`src/rtl/packet_drain.sv`:
```
// packet_drain: reads one packet slot a byte at a time and streams it out with first/last framing.
// Define PKT_CRC_CHECK_EN to build the trailing XOR checksum check; otherwise crc_err is tied to 0.
module packet_drain #(
  parameter int unsigned PTR_SZ    = 2,
  parameter int unsigned PTR_IN_SZ = 4,
  parameter int unsigned UWIDTH    = 8
) (
  input  logic                 clk,
  input  logic                 rst,
  input  logic                 req_valid,
  output logic                 req_ready,
  input  logic [PTR_SZ-1:0]    req_slot,
  output logic                 read_en,
  output logic [PTR_SZ-1:0]    raddr,
  output logic [PTR_IN_SZ-1:0] raddr_in,
  input  logic [UWIDTH-1:0]    rdata,
  output logic                 out_valid,
  input  logic                 out_ready,
  output logic [UWIDTH-1:0]    out_data,
  output logic                 out_first,
  output logic                 out_last,
  output logic                 done,
  output logic [PTR_SZ-1:0]    done_slot,
  output logic                 crc_err,
  output logic                 len_err
);

  // Largest size field whose crc byte still fits inside the slot.
  localparam int unsigned MaxSize = (1 << PTR_IN_SZ) - 4;

  typedef enum logic [2:0] {StIdle, StFetch, StCapture, StSend, StDone} state_e;

  state_e               state_q, state_d;
  logic [PTR_SZ-1:0]    slot_q, slot_d;
  logic [PTR_IN_SZ-1:0] idx_q, idx_d;
  logic [UWIDTH-1:0]    size_q, size_d;
  logic [UWIDTH-1:0]    data_q, data_d;
  logic                 valid_q, valid_d;
  logic                 first_q, first_d;
  logic                 last_q, last_d;
  logic                 len_err_q, len_err_d;

  logic                 is_size_byte;
  logic                 is_crc_byte;
  logic                 size_too_big;
  logic [UWIDTH:0]      crc_idx;

  assign is_size_byte = (idx_q == PTR_IN_SZ'(2));
  assign size_too_big = (rdata > UWIDTH'(MaxSize));
  assign crc_idx      = {1'b0, size_q} + (UWIDTH+1)'(3);
  // size_q is only meaningful once the size byte (index 2) has been captured.
  assign is_crc_byte  = (idx_q > PTR_IN_SZ'(2)) && ((UWIDTH+1)'(idx_q) == crc_idx);

  always_comb begin
    state_d   = state_q;
    slot_d    = slot_q;
    idx_d     = idx_q;
    size_d    = size_q;
    data_d    = data_q;
    valid_d   = valid_q;
    first_d   = first_q;
    last_d    = last_q;
    len_err_d = len_err_q;
    unique case (state_q)
      StIdle: begin
        if (req_valid) begin
          slot_d    = req_slot;
          idx_d     = '0;
          size_d    = '0;
          len_err_d = 1'b0;
          state_d   = StFetch;
        end
      end
      StFetch: state_d = StCapture;
      StCapture: begin
        data_d  = rdata;
        valid_d = 1'b1;
        first_d = (idx_q == '0);
        last_d  = is_crc_byte;
        if (is_size_byte) begin
          size_d = rdata;
          if (size_too_big) begin
            last_d    = 1'b1;
            len_err_d = 1'b1;
          end
        end
        state_d = StSend;
      end
      StSend: begin
        if (out_ready) begin
          valid_d = 1'b0;
          first_d = 1'b0;
          last_d  = 1'b0;
          if (last_q) begin
            state_d = StDone;
          end else begin
            idx_d   = idx_q + PTR_IN_SZ'(1);
            state_d = StFetch;
          end
        end
      end
      StDone:  state_d = StIdle;
      default: state_d = StIdle;
    endcase
  end

  always_ff @(posedge clk or negedge rst) begin
    if (!rst) begin
      state_q   <= StIdle;
      slot_q    <= '0;
      idx_q     <= '0;
      size_q    <= '0;
      data_q    <= '0;
      valid_q   <= 1'b0;
      first_q   <= 1'b0;
      last_q    <= 1'b0;
      len_err_q <= 1'b0;
    end else begin
      state_q   <= state_d;
      slot_q    <= slot_d;
      idx_q     <= idx_d;
      size_q    <= size_d;
      data_q    <= data_d;
      valid_q   <= valid_d;
      first_q   <= first_d;
      last_q    <= last_d;
      len_err_q <= len_err_d;
    end
  end

`ifdef PKT_CRC_CHECK_EN
  logic [UWIDTH-1:0] acc_q, acc_d;
  logic              crc_err_q, crc_err_d;

  always_comb begin
    acc_d     = acc_q;
    crc_err_d = crc_err_q;
    if (state_q == StIdle && req_valid) begin
      acc_d     = '0;
      crc_err_d = 1'b0;
    end else if (state_q == StCapture) begin
      if (is_crc_byte) begin
        crc_err_d = (acc_q != rdata);
      end else begin
        acc_d = acc_q ^ rdata;
      end
    end
  end

  always_ff @(posedge clk or negedge rst) begin
    if (!rst) begin
      acc_q     <= '0;
      crc_err_q <= 1'b0;
    end else begin
      acc_q     <= acc_d;
      crc_err_q <= crc_err_d;
    end
  end

  assign crc_err = done ? crc_err_q : 1'b0;
`else
  assign crc_err = 1'b0;
`endif

  assign req_ready = (state_q == StIdle);
  assign read_en   = (state_q == StFetch);
  assign raddr     = slot_q;
  assign raddr_in  = idx_q;
  assign out_valid = valid_q;
  assign out_data  = data_q;
  assign out_first = first_q;
  assign out_last  = last_q;
  assign done      = (state_q == StDone);
  assign done_slot = done ? slot_q : '0;
  assign len_err   = done ? len_err_q : 1'b0;

endmodule

```
`config.mk`:
```
export PLATFORM = sky130hd
export DESIGN_NAME = packet_drain
export DESIGN_NICKNAME = d
export VERILOG_FILES = /design/src/rtl/packet_drain.sv
export SDC_FILE = /design/constraint.sdc
export NUM_CORES = 1
export LEC_CHECK = 0
export ABC_AREA = 1
export CAP_MARGIN = 25
export CELL_PAD_IN_SITES_DETAIL_PLACEMENT = 1
export CELL_PAD_IN_SITES_GLOBAL_PLACEMENT = 1
export CORE_ASPECT_RATIO = 1.25
export CORE_MARGIN = 2
export CORE_UTILIZATION = 32
export CTS_CLUSTER_DIAMETER = 200
export DETAILED_ROUTE_END_ITERATION = 12
export PLACE_DENSITY = 0.74
export SLEW_MARGIN = 20
export SYNTH_ARGS = -nofsm -noshare
export SYNTH_HDL_FRONTEND = slang
export SYNTH_SLANG_ARGS = --single-unit
```
`constraint.sdc`:
```
create_clock -name clk -period 1.4 [get_ports clk]
set_clock_uncertainty 0.2 [all_clocks]
set_input_delay 0.28 -clock clk [delete_from_list [all_inputs] [get_ports clk]]
set_output_delay 0.28 -clock clk [all_outputs]
set_load 0.03 [all_outputs]
```
; After elaboration in Yosys (flattened, before gate mapping)
; Cells that the tools add are included.
[word_totals]
register_bits = 29
[classes]
reduce_logical = 12
addsub = 2
order_cmp = 2
mux = 23
eq_ne = 11
[op_table]
columns = cell, count
row1 = $mux W8, 2
row2 = $pmux W8 S2, 1
row3 = $mux W4, 3
row4 = $pmux W3 S4, 1
row5 = $ne A2 B2 Y1 const B, 5
row6 = $add A8 B2 Y9 const B, 1
row7 = $eq A4 B9 Y1, 1
row8 = $mux W3, 3
row9 = $gt A8 B4 Y1 const B, 1
row10 = $pmux W1 S2, 4
row11 = $pmux W4 S2, 1
row12 = $reduce_and A4 Y1, 2
row13 = $mux W1, 7
row14 = $eq A3 B2 Y1 const B, 2
row15 = $reduce_and A2 Y1, 3
row16 = $reduce_bool A2 Y1, 3
row17 = $add A4 B1 Y4 const B, 1
row18 = $eq A4 B2 Y1 const B, 1
row19 = $gt A4 B2 Y1 const B, 1
row20 = $logic_not A4 Y1, 1
row21 = $eq A3 B1 Y1 const B, 1
row22 = $eq A3 B3 Y1 const B, 1
row23 = $logic_not A3 Y1, 1
row24 = $reduce_and A3 Y1, 1
row25 = 2 further kinds, 2

; Logic depth before layout (Yosys ltp)
[depth]
depth_word = 6
mapped_depth = 13
mapped_depth_nobuf = 13

; Worst setup path after synthesis
; No wires, ideal clock.
[synth_path]
kind = register -> output
start = reg state_q[1]
end = out done_slot[0]
arrival_ns = 1.763
required_ns = 0.920
stages_incl_launch_ff = 4
slack_ns = -0.843
cell_sequence = dfrtp_1 > nor3_1 > inv_1 > nor2_1
[synth_between]
elab_chain_len = 2
[synth_lines]
columns = element, line
row1 = "start, declared", 33  ; state_e state_q, state_d;
row2 = "start signal, assigned", 109  ; state_q <= StIdle;
row3 = "start signal, assigned", 119  ; state_q <= state_d;
row4 = $eq A3 B3 Y1, 173  ; assign done = (state_q == StDone);
row5 = via done, 22  ; output logic done,
row6 = $mux W2, 174  ; assign done_slot = done ? slot_q : '0;
row7 = "end, declared", 23  ; output logic [PTR_SZ-1:0] done_slot,
; The timed path passes the listed nets, and every way through them passes these cells.

; Worst setup path after layout
[layout_path]
start = reg state_q[1]
end = out len_err
[layout_between]
elab_chain_len = 2
[layout_lines]
columns = element, line
row1 = $eq A3 B3 Y1, 173
row2 = $mux W1, 175  ; assign len_err = done ? len_err_q : 1'b0;
row3 = "end, declared", 25  ; output logic len_err
; Every way passes these cells.

==> results.md <==
* Tmin final at 1.84 ns
* Final GP Congestion at between 0.7 and 0.8
* Multi-input gate area at 818 um^2
* Antenna diodes at 0
* Power Dens Cells at 2300 mW/mm^2
* Die X at approximately 66 um
* Post-Syn Nets at 204
* Global-route wire length before repair at roughly 8400 um
* Layout Nets at 299
* Post-synthesis cell type count at 28
* VDD IR max at about 1200 uV
* Register area share after synthesis at 0.469
* Worst reg2reg startpoint: state_q[0]$_DFFE_PN0P_
* Hold buffers post-CTS at 0
* Via count at 1645
* Area leader, netlist: dfrtp_1
* Register area at 729 um^2
* Netlist Area Pre-Place at 0.00155 mm^2
* Area of the die at roughly 0.0054 mm^2
* Die Ht at 81.7 um
* Top_reg_cell synth: dfrtp_1
* Layout cells sized above 1 at 0.489
* Final period util at 1.31
* Ports at 38
* Post-route cell area at 0.00274 mm^2
* # setup viols final at 39
* GRT overflow at 0
* Worst Setup Start Kind: register
* First drt pass iteration count at 4
* # port buffers at 36
* Area delta synth->final at 77.4%
* Clk_lat worst skew at between 0.2 and 0.3 ns
* Failing checks: negative setup slack
* Post-DR wirelength/cell at 17.2 um
* Final ANT Viol Nets at 0
* Hold Vio Cnt, Final at 0
* Worst setup EP type: output pin
* DP HPWL at roughly 3400 um
* Total power at 6.32 mW
* Flops & latches, synth at 29
* Largest net degree at the start of global routing at 30
* Flop-to-flop setup slack at -0.35 ns
* CTS sink count at 29
* Core Area at 0.00469 mm^2
* Avg Vias per Cell at 4.81
* Crit Path Max Fanout at 3
* Req. time, crit path at 0.92 ns
* Placed Area at 0.00228 mm^2
* Clock buffer depth at 2
* Most area-consuming cells after synthesis: dfrtp_1 47%, nand2_1 11%, inv_1 6.1%
* R2R cell count at 9
* Reg clk slew, reported paths at 0.07 ns
* H-tree depth at 2
* Total GRT Usage at 0.217
* Fill cell count at 553
* Outcome: finished, violations left
* Initial DRC Count at 47
* Mean Syn Cell Area at between 8 and 9 um^2
* Layout Utilization at 0.584
* Final WL at 5900 um
* TritonCTS clock tree: done
* Hold Path Class: in -> async
* EDFF count, synth at 0
* Max-slew violation count at 0
* CTS root buffer: clkbuf_8
* Max Cap Viol at 0
* WS Path Type: reg -> out
* Post-synth ARST share at 1.00
* Reg-to-Reg End: raddr_in[3]$_DFFE_PN0P_
* RSZ-0062 raised after global routing: yes
* Final std cells w/o fill at 342
* Post-synthesis cell count at about 190
* Initial Util at 0.329
* Vias in the first global route at 1743
* Fin worst setup slack at -0.437 ns
* Placed Cells incl. Taps at 318
* Crit path DAT at 1.36 ns
* Max frequency at 0.544 GHz
* P_leak at 1.35 nW
* DR DRC count at 0
* Yosys warnings at 0
* Antenna violations before repair at 0
* CTS buffer count at 5
* # rows at 28
* Yosys top cell area share at 0.469
==> how the worst max path moves through the flow <==
stage	from	to	slack [ns]	cells after the start
floorplan	state_q[0]$_DFFE_PN0P_	done_slot[0]	-0.22	3
global placement	out_ready	raddr_in[3]$_DFFE_PN0P_	-0.31	8
detailed placement	raddr_in[0]$_DFFE_PN0P_	size_q[2]$_DFFE_PN0P_	-0.31	6
CTS	state_q[0]$_DFFE_PN0P_	len_err	-0.41	5
global route	state_q[1]$_DFFE_PN0P_	len_err	-0.48	5
finish	state_q[1]$_DFFE_PN0P_	len_err	-0.44	5
==> layout by cell type, fill, tap and decap left out, types with 5 or more instances in the layout <==
cell type and n:
clkdlybuf4s50_1 13, o21ai_1 9, nand3_1 12, buf_4 49, nand2_1 39, dfrtp_1 26
inv_1 19, clkbuf_8 6, nand2_2 9, nor2_4 7, nor2_1 10, buf_6 24
inv_2 5
==> layer usage <==
| metal | vias up | GRT usage | part of all wire |
|---|---|---|---|
| met4 | 0 | 0.0939 | 0.028 |
| met1 | 814 | 0.214 | 0.35 |
| met3 | 14 | 0.0397 | 0.030 |
| met2 | 41 | 0.430 | 0.59 |
| li1 | 776 | - | - |
| met5 | - | 0 | 0 |
==> registers in the layout (all words and copies together) (netlist names) <==
| name | count |
|---|---|
| out_data | 8 |
| size_q | 8 |
| raddr_in | 4 |
| state_q | 3 |
| raddr | 2 |
| len_err_q | 1 |
| out_first | 1 |
| out_last | 1 |
| out_valid | 1 |
==> Yosys cell counts, types with 2 or more instances <==
master / number
o21ai_0: 12
nand3_2: 2
a21oi_1: 7
nand2_1: 47
nand3_1: 13
nand2_2: 3
ha_1: 4
inv_1: 25
nor3_1: 4
o21ai_2: 3
inv_2: 3
dfrtp_1: 29
nor2_1: 15
nor2_4: 2
mux2_2: 4
==> cell type report <==
cell class / instances / area share
clock inverter: 1 / 0.0109
inverter: 29 / 0.0451
sequential: 29 / 0.266
clock buffer: 7 / 0.0315
multi-input combinational: 125 / 0.298
tap: 60 / 0.0274
timing repair buffer: 91 / 0.321
==> cells by family after synthesis <==
logic type,after synthesis,synth area share
AO/OA/AOI/OAI,25,0.0995
adder cells (fa/ha/maj),4,0.0324
other,1,0.00242
AND/OR/NAND/NOR,90,0.274
XOR/XNOR,1,0.00566
buffers and inverters,32,0.0874
flip-flops,29,0.469
multiplexers,4,0.0291
==> critical path, stage by stage (launching register included) <==
cell and delay [ns]:
dfrtp_2 0.42, buf_6 0.12, nor3_4 0.18, inv_2 0.11, nor2_4 0.10, buf_6 0.13
==> through the flow <==
step / hold WS [ns] / TNS, ns / worst slack, ns
CTS: 0.158 / -7.15 / -0.413
finish: 0.147 / -9.24 / -0.437
detailed placement: 0.264 / -5.95 / -0.309
floorplan: -0.216 / -2.93 / -0.218
global placement: 0.260 / -5.10 / -0.313
global route: 0.164 / -11.07 / -0.485
==> where the power goes <==
group / switching (mW) / internal [mW]
Clock: 0.336 / 0.580
Sequential: 0.235 / 1.18
Combinational: 2.20 / 1.79
Total: 2.77 / 3.55
==> what timing repair did <==
item,in CTS,in global routing
pin swaps,5,3
cloned,1,1
buffers inserted,8,9
gates resized for setup,39,14
setup endpoints to repair,35,40
Note: power is estimated with default switching activity, not from simulation.
